==> src/rtl/nnrv_pkg.sv <==
// Shared nnrv definitions: response-owner encoding and default bus widths.
// The optional starvation override (NNRV_ARB_STARVE_EN) uses CNT_W here.
package nnrv_pkg;

  localparam int XLEN_DEF       = 32;
  localparam int ADDR_WIDTH_DEF = 8;
  localparam int CNT_W          = 4;

  typedef enum logic [1:0] {
    OWN_NONE = 2'd0,
    OWN_IF   = 2'd1,
    OWN_MEM  = 2'd2
  } owner_e;

  // Who owns the read data coming back next cycle; stores and flushed fetches own nothing.
  function automatic owner_e next_owner(input logic if_gnt, input logic if_flush,
                                        input logic mem_gnt, input logic mem_we);
    owner_e own;
    own = OWN_NONE;
    if (if_gnt && !if_flush) begin
      own = OWN_IF;
    end else if (mem_gnt && !mem_we) begin
      own = OWN_MEM;
    end
    return own;
  endfunction

endpackage

==> src/rtl/nnrv_arb_prio.sv <==
// Two-way combinational priority picker: mem beats fetch unless fetch has been starved to the limit.
module nnrv_arb_prio (
  input  logic i_if_req,
  input  logic i_mem_req,
  input  logic i_at_limit,
  output logic o_if_gnt,
  output logic o_mem_gnt
);

  logic w_if_override;

  assign w_if_override = i_if_req & i_at_limit;
  assign o_mem_gnt     = i_mem_req & ~w_if_override;
  assign o_if_gnt      = i_if_req & (~i_mem_req | i_at_limit);

endmodule

==> src/rtl/nnrv_ram_arb.sv <==
// Single-port RAM arbiter between fetch and load/store; read data returns one cycle after grant.
// Build with NNRV_ARB_STARVE_EN to enable the fetch starvation override.
module nnrv_ram_arb import nnrv_pkg::*; #(
  parameter int ADDR_WIDTH   = ADDR_WIDTH_DEF,
  parameter int XLEN         = XLEN_DEF,
  parameter int STARVE_LIMIT = 4
) (
  input  logic                  i_clk,
  input  logic                  i_rst,
  input  logic                  i_if_req,
  input  logic [ADDR_WIDTH-1:0] i_if_addr,
  input  logic [3:0]            i_if_mask,
  input  logic                  i_if_flush,
  output logic                  o_if_gnt,
  output logic                  o_if_rvalid,
  output logic [XLEN-1:0]       o_if_rdata,
  input  logic                  i_mem_req,
  input  logic                  i_mem_we,
  input  logic [ADDR_WIDTH-1:0] i_mem_addr,
  input  logic [3:0]            i_mem_mask,
  input  logic [XLEN-1:0]       i_mem_wdata,
  output logic                  o_mem_gnt,
  output logic                  o_mem_rvalid,
  output logic [XLEN-1:0]       o_mem_rdata,
  output logic                  o_ram_en,
  output logic                  o_ram_we,
  output logic [ADDR_WIDTH-1:0] o_ram_addr,
  output logic [3:0]            o_ram_mask,
  output logic [XLEN-1:0]       o_ram_wdata,
  input  logic [XLEN-1:0]       i_ram_rdata
);

  logic   w_if_gnt_raw;
  logic   w_mem_gnt_raw;
  logic   w_at_limit;
  logic   w_if_gnt;
  logic   w_mem_gnt;
  owner_e r_owner;

  nnrv_arb_prio u_prio (
    .i_if_req   (i_if_req),
    .i_mem_req  (i_mem_req),
    .i_at_limit (w_at_limit),
    .o_if_gnt   (w_if_gnt_raw),
    .o_mem_gnt  (w_mem_gnt_raw)
  );

  // Reset must kill grants combinationally, even with requests pending.
  assign w_if_gnt  = w_if_gnt_raw & i_rst;
  assign w_mem_gnt = w_mem_gnt_raw & i_rst;

`ifdef NNRV_ARB_STARVE_EN
  localparam logic [CNT_W-1:0] LIMIT = CNT_W'(STARVE_LIMIT);

  logic [CNT_W-1:0] r_starve_cnt;

  always_ff @(posedge i_clk or negedge i_rst) begin
    if (!i_rst) begin
      r_starve_cnt <= '0;
    end else if (!i_if_req || w_if_gnt) begin
      r_starve_cnt <= '0;
    end else if (w_mem_gnt && (r_starve_cnt != LIMIT)) begin
      r_starve_cnt <= r_starve_cnt + 1'b1;
    end
  end

  assign w_at_limit = (r_starve_cnt == LIMIT);
`else
  logic w_unused_limit;

  assign w_unused_limit = (STARVE_LIMIT != 0);
  assign w_at_limit     = 1'b0;
`endif

  always_comb begin
    o_ram_en    = w_if_gnt | w_mem_gnt;
    o_ram_we    = w_mem_gnt & i_mem_we;
    o_ram_addr  = i_mem_addr;
    o_ram_mask  = i_mem_mask;
    o_ram_wdata = i_mem_wdata;
    if (w_if_gnt) begin
      o_ram_addr = i_if_addr;
      o_ram_mask = i_if_mask;
    end
    if (!i_rst) begin
      o_ram_addr  = '0;
      o_ram_mask  = '0;
      o_ram_wdata = '0;
    end
  end

  always_ff @(posedge i_clk or negedge i_rst) begin
    if (!i_rst) begin
      r_owner <= OWN_NONE;
    end else begin
      r_owner <= next_owner(w_if_gnt, i_if_flush, w_mem_gnt, i_mem_we);
    end
  end

  // A flush in the data cycle still suppresses a fetch response already in flight.
  assign o_if_gnt     = w_if_gnt;
  assign o_mem_gnt    = w_mem_gnt;
  assign o_if_rvalid  = (r_owner == OWN_IF) & ~i_if_flush;
  assign o_mem_rvalid = (r_owner == OWN_MEM);
  assign o_if_rdata   = i_rst ? i_ram_rdata : '0;
  assign o_mem_rdata  = i_rst ? i_ram_rdata : '0;

endmodule

==> config.mk <==
export PLATFORM = sky130hd
export DESIGN_NAME = nnrv_ram_arb
export DESIGN_NICKNAME = d
export VERILOG_FILES = /design/src/rtl/nnrv_pkg.sv /design/src/rtl/nnrv_arb_prio.sv /design/src/rtl/nnrv_ram_arb.sv
export SDC_FILE = /design/constraint.sdc
export NUM_CORES = 1
export LEC_CHECK = 0
export CAP_MARGIN = 0
export CORE_AREA = 2 2 81 83
export CTS_CLUSTER_SIZE = 10
export DETAILED_ROUTE_END_ITERATION = 6
export DIE_AREA = 0 0 83 85
export GPL_TIMING_DRIVEN = 0
export HOLD_SLACK_MARGIN = 0.15
export PLACE_DENSITY_LB_ADDON = 0.1
export SYNTH_ARGS = -nofsm -noshare
export SYNTH_HDL_FRONTEND = slang
export SYNTH_SLANG_ARGS = --single-unit
==> constraint.sdc <==
create_clock -name i_clk -period 0.85 [get_ports i_clk]
set_clock_uncertainty 0.05 [all_clocks]
set_input_delay 0.085 -clock i_clk [delete_from_list [all_inputs] [get_ports i_clk]]
set_output_delay 0.085 -clock i_clk [all_outputs]
set_load 0.01 [all_outputs]
Yosys cells after proc, flatten, opt, wreduce, memory -nomap -nowiden --
Cells that the tools add are included.
Operators by class: bitwise gates (word level) 8, eq/ne operators 2, muxes and demuxes 8, reduce and logical (&&, ||, !) cells 4
Operators with widths (number):
- 2-to-1 mux 32 bit | 2
- 2-to-1 mux 8 bit | 2
- 2-to-1 mux 4 bit | 2
- bitwise AND 1 bit | 5
- 2-to-1 mux 2 bit | 2
- == test 2 x 1 -> 1 bit (second input constant) | 1
- == test 2 bit (second input constant) | 1
- logical AND 1 bit | 2
- zero test 1 bit | 2
- NOT 1 bit | 2
- bitwise OR 1 bit | 1
Storage, ports and cells: flip-flop bits (word level) 2, input port bits 94, output and inout port bits 114

Depth between registers and ports, before layout --
Gate-level depths: netlist (run 1).
depth after elaboration 5, mapped depth 4

By module --
A second synthesis (run 1) with hierarchy kept.
Second synthesis, totals: cell total of the unflattened synthesis 145, area total of the unflattened synthesis 1064.8 um2
Modules (own cells, without submodules):
- nnrv_ram_arb | seq. area each 50.0 um2, area an instance 1046.0 um2, times used 1, cells each 142
- nnrv_arb_prio | seq. area each 0.0 um2, area an instance 18.8 um2, times used 1, cells each 3

Worst setup path before layout (run 1) --
No wires, ideal clock.
path type in2out, from input port i_rst, to output port o_mem_rdata[10], stages on the path 4, path buffers 3, slack -0.039 ns, required time 0.715 ns, arrival time 0.754 ns, path through buf_4 clkbuf_1 and2_1 buf_4
Between the ends: longest elaborated chain between the ends 1
RTL lines:
- start, declared | line nnrv_ram_arb.sv:9 | input logic i_rst,
- 2-to-1 mux 32 bit
- end, declared | line nnrv_ram_arb.sv:24 | output logic [XLEN-1:0] o_mem_rdata,
No other way between the ends.

Worst setup path after layout (run 1) --
from input port i_mem_req, to output port o_ram_addr[4]
Between the ends: longest elaborated chain between the ends 5
RTL lines:
- start, declared | line nnrv_ram_arb.sv:17 | input logic i_mem_req,
- NOT 1 bit | line nnrv_arb_prio.sv:14 | assign o_if_gnt = i_if_req & (~i_mem_req | i_at_limit);
- bitwise AND 1 bit | line nnrv_arb_prio.sv:14
- bitwise AND 1 bit | line nnrv_ram_arb.sv:49 | assign w_if_gnt = w_if_gnt_raw & i_rst;
- 2-to-1 mux 8 bit | line nnrv_ram_arb.sv:81 | if (w_if_gnt) begin
- 2-to-1 mux 8 bit | line nnrv_ram_arb.sv:85 | if (!i_rst) begin
- end, declared | line nnrv_ram_arb.sv:27 | output logic [ADDR_WIDTH-1:0] o_ram_addr,
No other way between the ends.

==> metrics.txt, run 1 <==
CP arrival 0.98 ns; synth top area cells and2_1 38%, buf_4 24%, mux2i_1 11%, nand2_1 8.5%, dfrtp_1 4.7%; chip width 83 microns; drt wl/cell 13.6 microns; crit path from i_mem_req; count of state elements after synthesis 2; Fin. Hold Viols 0; gr ovfl total 0; final wirelength 6.38 mm; Finished Layout Cells 469; row count 29; critical path class input port to primary output; die height 85 microns; CP Cell Sequence buf_8 > nor2b_4 > buf_12 > buf_12 > mux2i_4 > buf_2; CTS H-tree lvls 1; CP most frequent cell buf_12; worst-margin pin slew 0.131 ns; failing checks negative setup slack; Bufs and invs on worst path 4; Final Instance Area 4090 sq um; DR vias 1912; drt drc 0; VDD IR max 0.359 mV; fin. max-slew vios 0; Pre-antenna DRT Iters 4; critical path endpoint category primary output; Post-Syn Area per Cell 6.83 sq um; count leader, synth and2_1; vias per cell 4.08; TritonCTS clock tree yes; post-synth top area share 38.4%; NumNets Final 488; DP Wirelength 4.77 mm; ANT cells 0; area leader, netlist and2_1; CTS buffer count 3; Min Clock Period, post-route 1.11 ns; die footprint 7060 sq um; Final Core Density 65.9%; Startpoint Class input port; synthesized area 1060 sq um; crit path max fanout 7; CP top delay family buffers and inverters; Req. time, crit path 0.71 ns; largest net degree at the start of global routing 11; number of flip-flops under the largest register name 2; pre-CTS WS -1.35 ns; Initial Util 17.1%; clk sink count 2; Pwr Density 618 nW/um^2; vias in the first global route 2043; final setup fails 96; hold depth 2; EDFF count, synth 0; RSZ-0062 raised after global routing true; initial antenna violation count 0; share of cells above drive strength 1 68.1%; final RePlAce weighted congestion 0.742; DP Cell Count 439; gr usage total 17.2%; cells after synthesis 155; I/O Pins 208; final period utilization 131%; Core Area 6200 sq um; first-pass GRT wire length 9.88 mm; CTS clk-pin slew, worst paths 0.03 ns; placed inst area 3300 sq um; Top reg by flops r_owner; max-cap check violation count 0; cell leakage power 2.12 nW; Netlist cell types 15; initial DRC count 18; slew margin rel. 91.0%; YS warnings 0; Max clock buf depth 2; syn nets 249; Fmax 0.900 GHz; Root Buffer clkbuf_8; Detail Route Antenna Nets 0; CP peak stage delay 0.22 ns; Worst path slowest cell mux2i_4; asr flop ratio synth 100%; largest registers r_owner (2); Setup WS post-layout -0.261 ns; outcome finished, violations left; Crit path depth 6; Critical Path Sink o_ram_addr[4]; sequential fraction of the synthesis area 4.73%; Post-synth top cells 65 x and2_1, 34 x buf_4, 24 x nand2_1; Buffers on Ports 207; top_reg_cell synth dfrtp_1; layout overhead on the synthesized area 286%; worst hold path type input port to register
==> cells in the final DEF, fill, tap and decap left out, drive strengths merged <==
| cell type | count |
|---|---|
| clkdlybuf4s50 | 18 |
| o21a | 1 |
| and2 | 66 |
| nor2b | 3 |
| nor3b | 1 |
| clkbuf | 3 |
| dfrtp | 2 |
| dlygate4sd3 | 2 |
| mux2i | 12 |
| buf | 185 |
| bufbuf | 1 |
| and3 | 1 |
| dlygate4sd2 | 71 |
| dlymetal6s2s | 1 |
| nand2 | 24 |
| and3b | 1 |
==> routing by layer <==
layer / vias to the layer above / share of wire, % / track usage, % / wire (microns)
met5: - / 0 / 0 / 0
met4: 0 / 2.3 / 5.07 / 145
met3: 10 / 9.9 / 5.35 / 631
met2: 116 / 58 / 34.8 / 3680
met1: 869 / 30 / 16.5 / 1920
li1: 917 / - / - / -
==> per-stage QoR <==
| step | TNS [ns] | power (W) | hold WS (ns) |
|---|---|---|---|
| 2_1_floorplan | -1.34 | 0.000704 | -0.261 |
| 3_3_place_gp | -135.56 | 0.00174 | 0.262 |
| 3_5_place_dp | -136.78 | 0.00175 | 0.268 |
| 4_1_cts | -11.28 | 0.00246 | 0.144 |
| 5_1_grt | -10.06 | 0.00266 | 0.160 |
| 6_report | -7.54 | 0.00253 | 0.140 |
==> worst min-delay path by stage <==
stage                        start                    to
after floorplan              i_rst  r_owner[0]$_DFF_PN0_
after global placement       i_rst  r_owner[0]$_DFF_PN0_
after detailed placement     i_rst  r_owner[1]$_DFF_PN0_
after CTS                 i_mem_we  r_owner[1]$_DFF_PN0_
after global routing      i_mem_we  r_owner[1]$_DFF_PN0_
final                     i_mem_we  r_owner[1]$_DFF_PN0_
==> where the power goes <==
group          switching, W  leakage [nW]  internal (W)  total [W]
combinational      0.000673          2.07       0.00138    0.00205
clock             0.0000738        0.0216      0.000299   0.000373
sequential       0.00000157        0.0272     0.0000991   0.000101
==> kinds of logic after synthesis <==
logic type / synth area share (%)
buf+inv: 31.3
simple gates: 51.9
compound gates: 0.709
mux: 11.3
flops: 4.73
==> cell type report <==
type / count / area [sq um]
Multi-Input combinational cell: 109 / 922
Clock buffer: 3 / 41.3
Tap cell: 77 / 96.3
Fill cell: 571 / 2110
Buffer: 43 / 532
Sequential cell: 2 / 50.0
Timing Repair Buffer: 235 / 2450
==> timing repair <==
action	CTS	global route
hold buffers	2	0
resized for setup	770	44
setup endpoints to repair	116	112
gates cloned	10	0
endpoints found under the hold margin	3	0
pin swaps	63	58
buffers inserted	16	1
No activity file was read; power rests on OpenSTA's default activity.
==> inputs of run 2 (changes only) <==
- PLACE_DENSITY: not set -> 0.79
- PLACE_DENSITY_LB_ADDON: 0.1 -> not set
==> metrics.txt, run 2 (same netlist as run 1, synthesis figures left out) <==
Final Core Density 64.8% (was 65.9%); CP most frequent cell buf_12 (unchanged); gr ovfl total 0 (unchanged); vias in the first global route 1959 (was 2043); final wirelength 6.46 mm (was 6.38 mm); Fmax 0.925 GHz (was 0.900 GHz); CP Cell Sequence buf_8 > nor2b_4 > buf_12 > buf_12 > mux2i_2 > buf_2 (was buf_8 > nor2b_4 > buf_12 > buf_12 > mux2i_4 > buf_2); Worst path slowest cell mux2i_2 (was mux2i_4); worst hold path type input port to register (unchanged); hold_ws 0.139 ns (was 0.140 ns); Max clock buf depth 2 (unchanged); largest net degree at the start of global routing 8 (was 11); final period utilization 127% (was 131%); chip width 83 microns (unchanged); FF/Latch Area 50.0 sq um (unchanged); share of cells above drive strength 1 66.8% (was 68.1%); hold endpoint r_owner[1]$_DFF_PN0_ (unchanged); Buffers on Ports 207 (unchanged); largest registers r_owner (2) (unchanged); layout overhead on the synthesized area 280% (was 286%); crit path max fanout 6 (was 7); DP Wirelength 4.91 mm (was 4.77 mm); first-pass GRT wire length 9.86 mm (was 9.88 mm); critical path endpoint category primary output (unchanged); Detail Route Antenna Nets 0 (unchanged); CP peak stage delay 0.20 ns (was 0.22 ns); drt drc 0 (unchanged); clk sink count 2 (unchanged); fin. max-slew vios 0 (unchanged); DR vias 1895 (was 1912); Crit path depth 6 (unchanged); Bufs and invs on worst path 4 (unchanged); NumNets Final 485 (was 488); Final Instance Area 4020 sq um (was 4090 sq um); slew margin rel. 91.0% (about the same); CP arrival 0.95 ns (was 0.98 ns); die footprint 7060 sq um (unchanged); gr usage total 17.1% (was 17.2%); drt wl/cell 13.9 microns (was 13.6 microns); Initial Util 17.1% (unchanged); number of flip-flops under the largest register name 2 (unchanged); hold_sp i_mem_we (unchanged); Startpoint Class input port (unchanged); row count 29 (unchanged); Pwr Density 626 nW/um^2 (was 618 nW/um^2); max-cap check violation count 0 (unchanged); initial DRC count 16 (was 18); CP top delay family buffers and inverters (unchanged); CTS clk-pin slew, worst paths 0.03 ns (about the same); TritonCTS clock tree yes (unchanged); cell leakage power 2.07 nW (was 2.12 nW); Top reg by flops r_owner (unchanged); commonest non-fill, non-tap cell in the layout buf_6 (unchanged); Fin. Hold Viols 0 (unchanged); Setup WS post-layout -0.231 ns (was -0.261 ns); ANT cells 0 (unchanged); final RePlAce weighted congestion 0.812 (was 0.742); worst-margin pin slew 0.131 ns (about the same); Core Area 6200 sq um (unchanged); failing checks negative setup slack (unchanged); outcome finished, violations left (unchanged); RSZ-0062 raised after global routing true (unchanged); CTS buffer count 3 (unchanged); Pre-antenna DRT Iters 4 (unchanged); Min Clock Period, post-route 1.08 ns (was 1.11 ns); vias per cell 4.07 (was 4.08); final setup fails 94 (was 96); most frequent cells in the layout 132 x buf_6, 61 x dlygate4sd2_1, 60 x and2_4, 29 x clkdlybuf4s50_1, 23 x nand2_1 (was 143 x buf_6, 71 x dlygate4sd2_1, 63 x and2_4, 22 x nand2_1, 18 x clkdlybuf4s50_1); # fillers 516 (was 571); placed inst area 3300 sq um (unchanged); Root Buffer clkbuf_8 (unchanged); die height 85 microns (unchanged); I/O Pins 208 (unchanged); hold depth 2 (unchanged); multi-input logic area 908 sq um (was 922 sq um); VDD IR max 0.546 mV (was 0.359 mV); initial antenna violation count 0 (unchanged); Req. time, crit path 0.71 ns (about the same); critical path class input port to primary output (unchanged); CTS H-tree lvls 1 (unchanged)
[run 2: changes by cell type in the layout (fill, tap and decap cells not counted), moves of 2 or more]
cell / previous run / this run
clkdlybuf4s50_1: 18 / 29
dlygate4sd2_1: 71 / 61
and2_1: 3 / 5
buf_2: 14 / 17
buf_4: 5 / 9
buf_6: 143 / 132
and2_4: 63 / 60
[run 2: worst max path at each step]
stage,from,end,slack (ns)
after floorplan,i_rst,o_mem_rdata[10],-0.04
after global placement,i_rst,o_mem_rdata[18],-1.37
after detailed placement,i_rst,o_mem_rdata[4],-1.39
after CTS,i_mem_req,o_ram_addr[1],-0.27
after global routing,i_mem_req,o_ram_addr[6],-0.28
final,i_mem_req,o_ram_addr[1],-0.23
[run 2: final cells by class]
class | count | area share (%)
Timing Repair Buffer | 232 | 59.4
Clock buffer | 3 | 1.03
Multi-Input combinational cell | 109 | 22.6
Buffer | 43 | 13.4
Tap cell | 77 | 2.40
Sequential cell | 2 | 1.24
[run 2: what timing repair did]
item | in CTS | in global routing
hold buffers | 1 | 0
gates cloned | 11 | 0
endpoints found under the setup margin | 116 | 107
setup buffers | 11 | 3
hold endpoints to repair | 3 | 0
pin swaps | 60 | 54
resized for setup | 741 | 45
[run 2: per-layer routing]
metal	track usage (%)	wire length (microns)	up-vias
met1	18.9	2300	876
li1	-	-	907
met4	3.28	119	0
met3	4.57	456	10
met2	32.9	3590	102
met5	0	0	-
[run 2: metrics by stage]
stage	worst slack, ns	instances	total power (W)	TNS, ns
floorplan	-0.0392	155	0.000704	-1.34
global route	-0.284	466	0.00267	-11.47
finish	-0.231	466	0.00252	-9.32
detailed placement	-1.39	439	0.00176	-140.78
global placement	-1.37	439	0.00174	-138.72
CTS	-0.270	465	0.00242	-11.16
[run 2: power by group]
group | switching (W) | internal [W] | total, W
logic | 0.000673 | 0.00136 | 0.00204
registers | 0.00000193 | 0.0000991 | 0.000101
clock network | 0.0000788 | 0.000300 | 0.000379
total | 0.000754 | 0.00176 | 0.00252
==> inputs of run 3 (changes only) <==
- ABC_AREA: not set -> 1
- CORE_AREA: 2 2 81 83 -> 2 2 82 84
- DIE_AREA: 0 0 83 85 -> 0 0 84 86
- PLACE_DENSITY: 0.79 -> 0.78
==> metrics.txt, run 3 <==
outcome finished, violations left (unchanged); failing checks negative setup slack (unchanged); clk sink count 2 (unchanged); Design Power 0.00210 W (was 0.00252 W); final wirelength 6.17 mm (was 6.46 mm); met3 usage 3.85% (was 4.57%); Buffers on Ports 207 (unchanged); initial antenna violation count 0 (unchanged); slew margin rel. 92.2% (was 91.0%); synthesized area 1090 sq um (was 1060 sq um); placed inst area 3250 sq um (was 3300 sq um); count leader, synth nand2_1 (was and2_1); final RePlAce weighted congestion 0.779 (was 0.812); layout overhead on the synthesized area 215% (was 280%); Sequential Power Share 4.8% (was 4.0%); top_reg_cell synth dfrtp_1 (unchanged); cells after synthesis 226 (was 155); Final Instance Area 3420 sq um (was 4020 sq um); count of state elements after synthesis 2 (unchanged); VDD IR max 0.295 mV (was 0.546 mV); syn nets 320 (was 249); Pre-antenna DRT Iters 4 (unchanged); met1 capacity usage during global routing 15.1% (was 18.9%); Finished Layout Cells 527 (was 466); YS warnings 0 (unchanged); asr flop ratio synth 100% (unchanged); sequential fraction of the synthesis area 4.61% (was 4.73%); Min Clock Period, post-route 1.01 ns (was 1.08 ns); drt wl/cell 11.7 microns (was 13.9 microns); final period utilization 118% (was 127%); Fin. Hold Viols 0 (unchanged); synth top area cells nand2_1 28%, buf_4 24%, inv_1 24%, nand4_1 6.9%, nand3_1 5.5% (was and2_1 38%, buf_4 24%, mux2i_1 11%, nand2_1 8.5%, dfrtp_1 4.7%); most frequent cells in the layout 98 x buf_6, 74 x dlygate4sd2_1, 62 x buf_2, 48 x nand2_1, 36 x inv_1 (was 132 x buf_6, 61 x dlygate4sd2_1, 60 x and2_4, 29 x clkdlybuf4s50_1, 23 x nand2_1); vias in the first global route 2126 (was 1959); worst-margin pin slew 0.117 ns (was 0.131 ns); Max clock buf depth 2 (unchanged); cell leakage power 2.28 nW (was 2.07 nW); Root Buffer clkbuf_8 (unchanged); Post-Syn Area per Cell 4.81 sq um (was 6.83 sq um); die footprint 7220 sq um (was 7060 sq um); pre-CTS WS -1.14 ns (was -1.39 ns); Detail Route Antenna Nets 0 (unchanged); worst hold path type input port to async pin (was input port to register); row count 29 (unchanged); met2 usage 33.3% (was 32.9%); critical path class register to primary output (was input port to primary output); initial DRC count 22 (was 16); CTS H-tree lvls 1 (unchanged); CP arrival 0.87 ns (was 0.95 ns); die height 86 microns (was 85 microns); EDFF count, synth 0 (unchanged); Netlist cell types 10 (was 15); DP Wirelength 4.97 mm (was 4.91 mm); Pwr Density 615 nW/um^2 (was 626 nW/um^2); Post-synth top cells 80 x nand2_1, 68 x inv_1, 35 x buf_4 (was 65 x and2_1, 34 x buf_4, 24 x nand2_1); Setup WS post-layout -0.157 ns (was -0.231 ns); Sw Ratio 36.1% (was 30.0%); number of flip-flops under the largest register name 2 (unchanged); gr ovfl total 0 (unchanged); fin. max-slew vios 0 (unchanged); first-pass GRT wire length 9.60 mm (was 9.86 mm); Initial Util 17.3% (was 17.1%); gr usage total 16.1% (was 17.1%); drt drc 0 (unchanged); ANT cells 0 (unchanged); combinational power share 77.6% (was 80.9%); Startpoint Class register (was input port); Req. time, crit path 0.71 ns (about the same); max-cap check violation count 0 (unchanged); NumNets Final 546 (was 485); TritonCTS clock tree yes (unchanged); area leader, netlist nand2_1 (was and2_1); RSZ-0062 raised after global routing true (unchanged); largest net degree at the start of global routing 11 (was 8); commonest non-fill, non-tap cell in the layout buf_6 (unchanged); CTS buffer count 3 (unchanged); post-synth top area share 27.6% (was 38.4%); vias per cell 4.06 (was 4.07); Fmax 0.993 GHz (was 0.925 GHz); I/O Pins 208 (unchanged); largest registers r_owner (2) (unchanged); DR vias 2142 (was 1895); CTS clk-pin slew, worst paths 0.03 ns (about the same); Clock Power Share 17.6% (was 15.0%); layer with the highest usage met2 (unchanged); crit path max fanout 2 (was 6); share of cells above drive strength 1 54.4% (was 66.8%); Core Area 6280 sq um (was 6200 sq um); Internal Power 0.00134 W (was 0.00176 W); P_sw 0.000758 W (was 0.000754 W); Top reg by flops r_owner (unchanged); DP Cell Count 510 (was 439); critical path endpoint category primary output (unchanged); final setup fails 59 (was 94); chip width 84 microns (was 83 microns); Final Core Density 54.5% (was 64.8%)
## run 3: timing repair
item	in CTS	in global routing
cloned	8	0
hold buffers	1	0
setup endpoints to repair	116	86
pin swaps	83	6
endpoints found under the hold margin	2	0
gates resized for setup	722	24
setup buffers	5	2
## run 3: routing by layer
layer  up-vias  routed length (microns)
met5         -                        0
met4         0                      150
met3        15                      513
met2       136                     3430
met1       928                     2080
li1       1063                        -
## run 3: area by class of cell
cell class              count  area (sq um)
clock buffers               3          41.3
plain buffers              44           505
multi-input cells         110           574
flip-flops and latches      2          50.0
inverters                  69           259
fillers                   649          2860
well taps                  77          96.3
repair buffers            222          1890
## run 3: final timing paths
kind | endpoint | start | cells past startpoint
min in group i_clk | r_owner[0]$_DFF_PN0_ | i_if_req | 4
setup / recovery | o_if_rvalid | r_owner[1]$_DFF_PN0_ | 4
hold / removal | r_owner[0]$_DFF_PN0_ | i_rst | 2
max in group asynchronous | r_owner[1]$_DFF_PN0_ | i_rst | 2
## run 3: cells by family after synthesis
group,count (synthesis),share of synthesized area (%)
buffers and inverters,114,52.6
DFF,2,4.61
and+or+nand+nor,110,42.7
## run 3: metrics by stage
step | TNS, ns | hold WS (ns)
CTS | -3.82 | 0.152
global placement | -114.39 | 0.221
detailed placement | -118.59 | 0.230
finish | -3.50 | 0.159
global route | -5.86 | 0.159
floorplan | 0 | -0.261
## run 3: worst max-delay path, cell delays in order (launching register included)
cell	delay (ns)
dfrtp_1	0.34
inv_1	0.06
nand2_1	0.05
nor2_1	0.07
buf_2	0.14
## run 3: power groups by stage
stage / logic, W / clock network (W) / registers [W]
finish: 0.00163 / 0.000370 / 0.000100
global route: 0.00175 / 0.000396 / 0.000100
CTS: 0.00160 / 0.000387 / 0.0000999
detailed placement: 0.00161 / 0 / 0.000101
global placement: 0.00158 / 0 / 0.000101
floorplan: 0.000544 / 0 / 0.000101
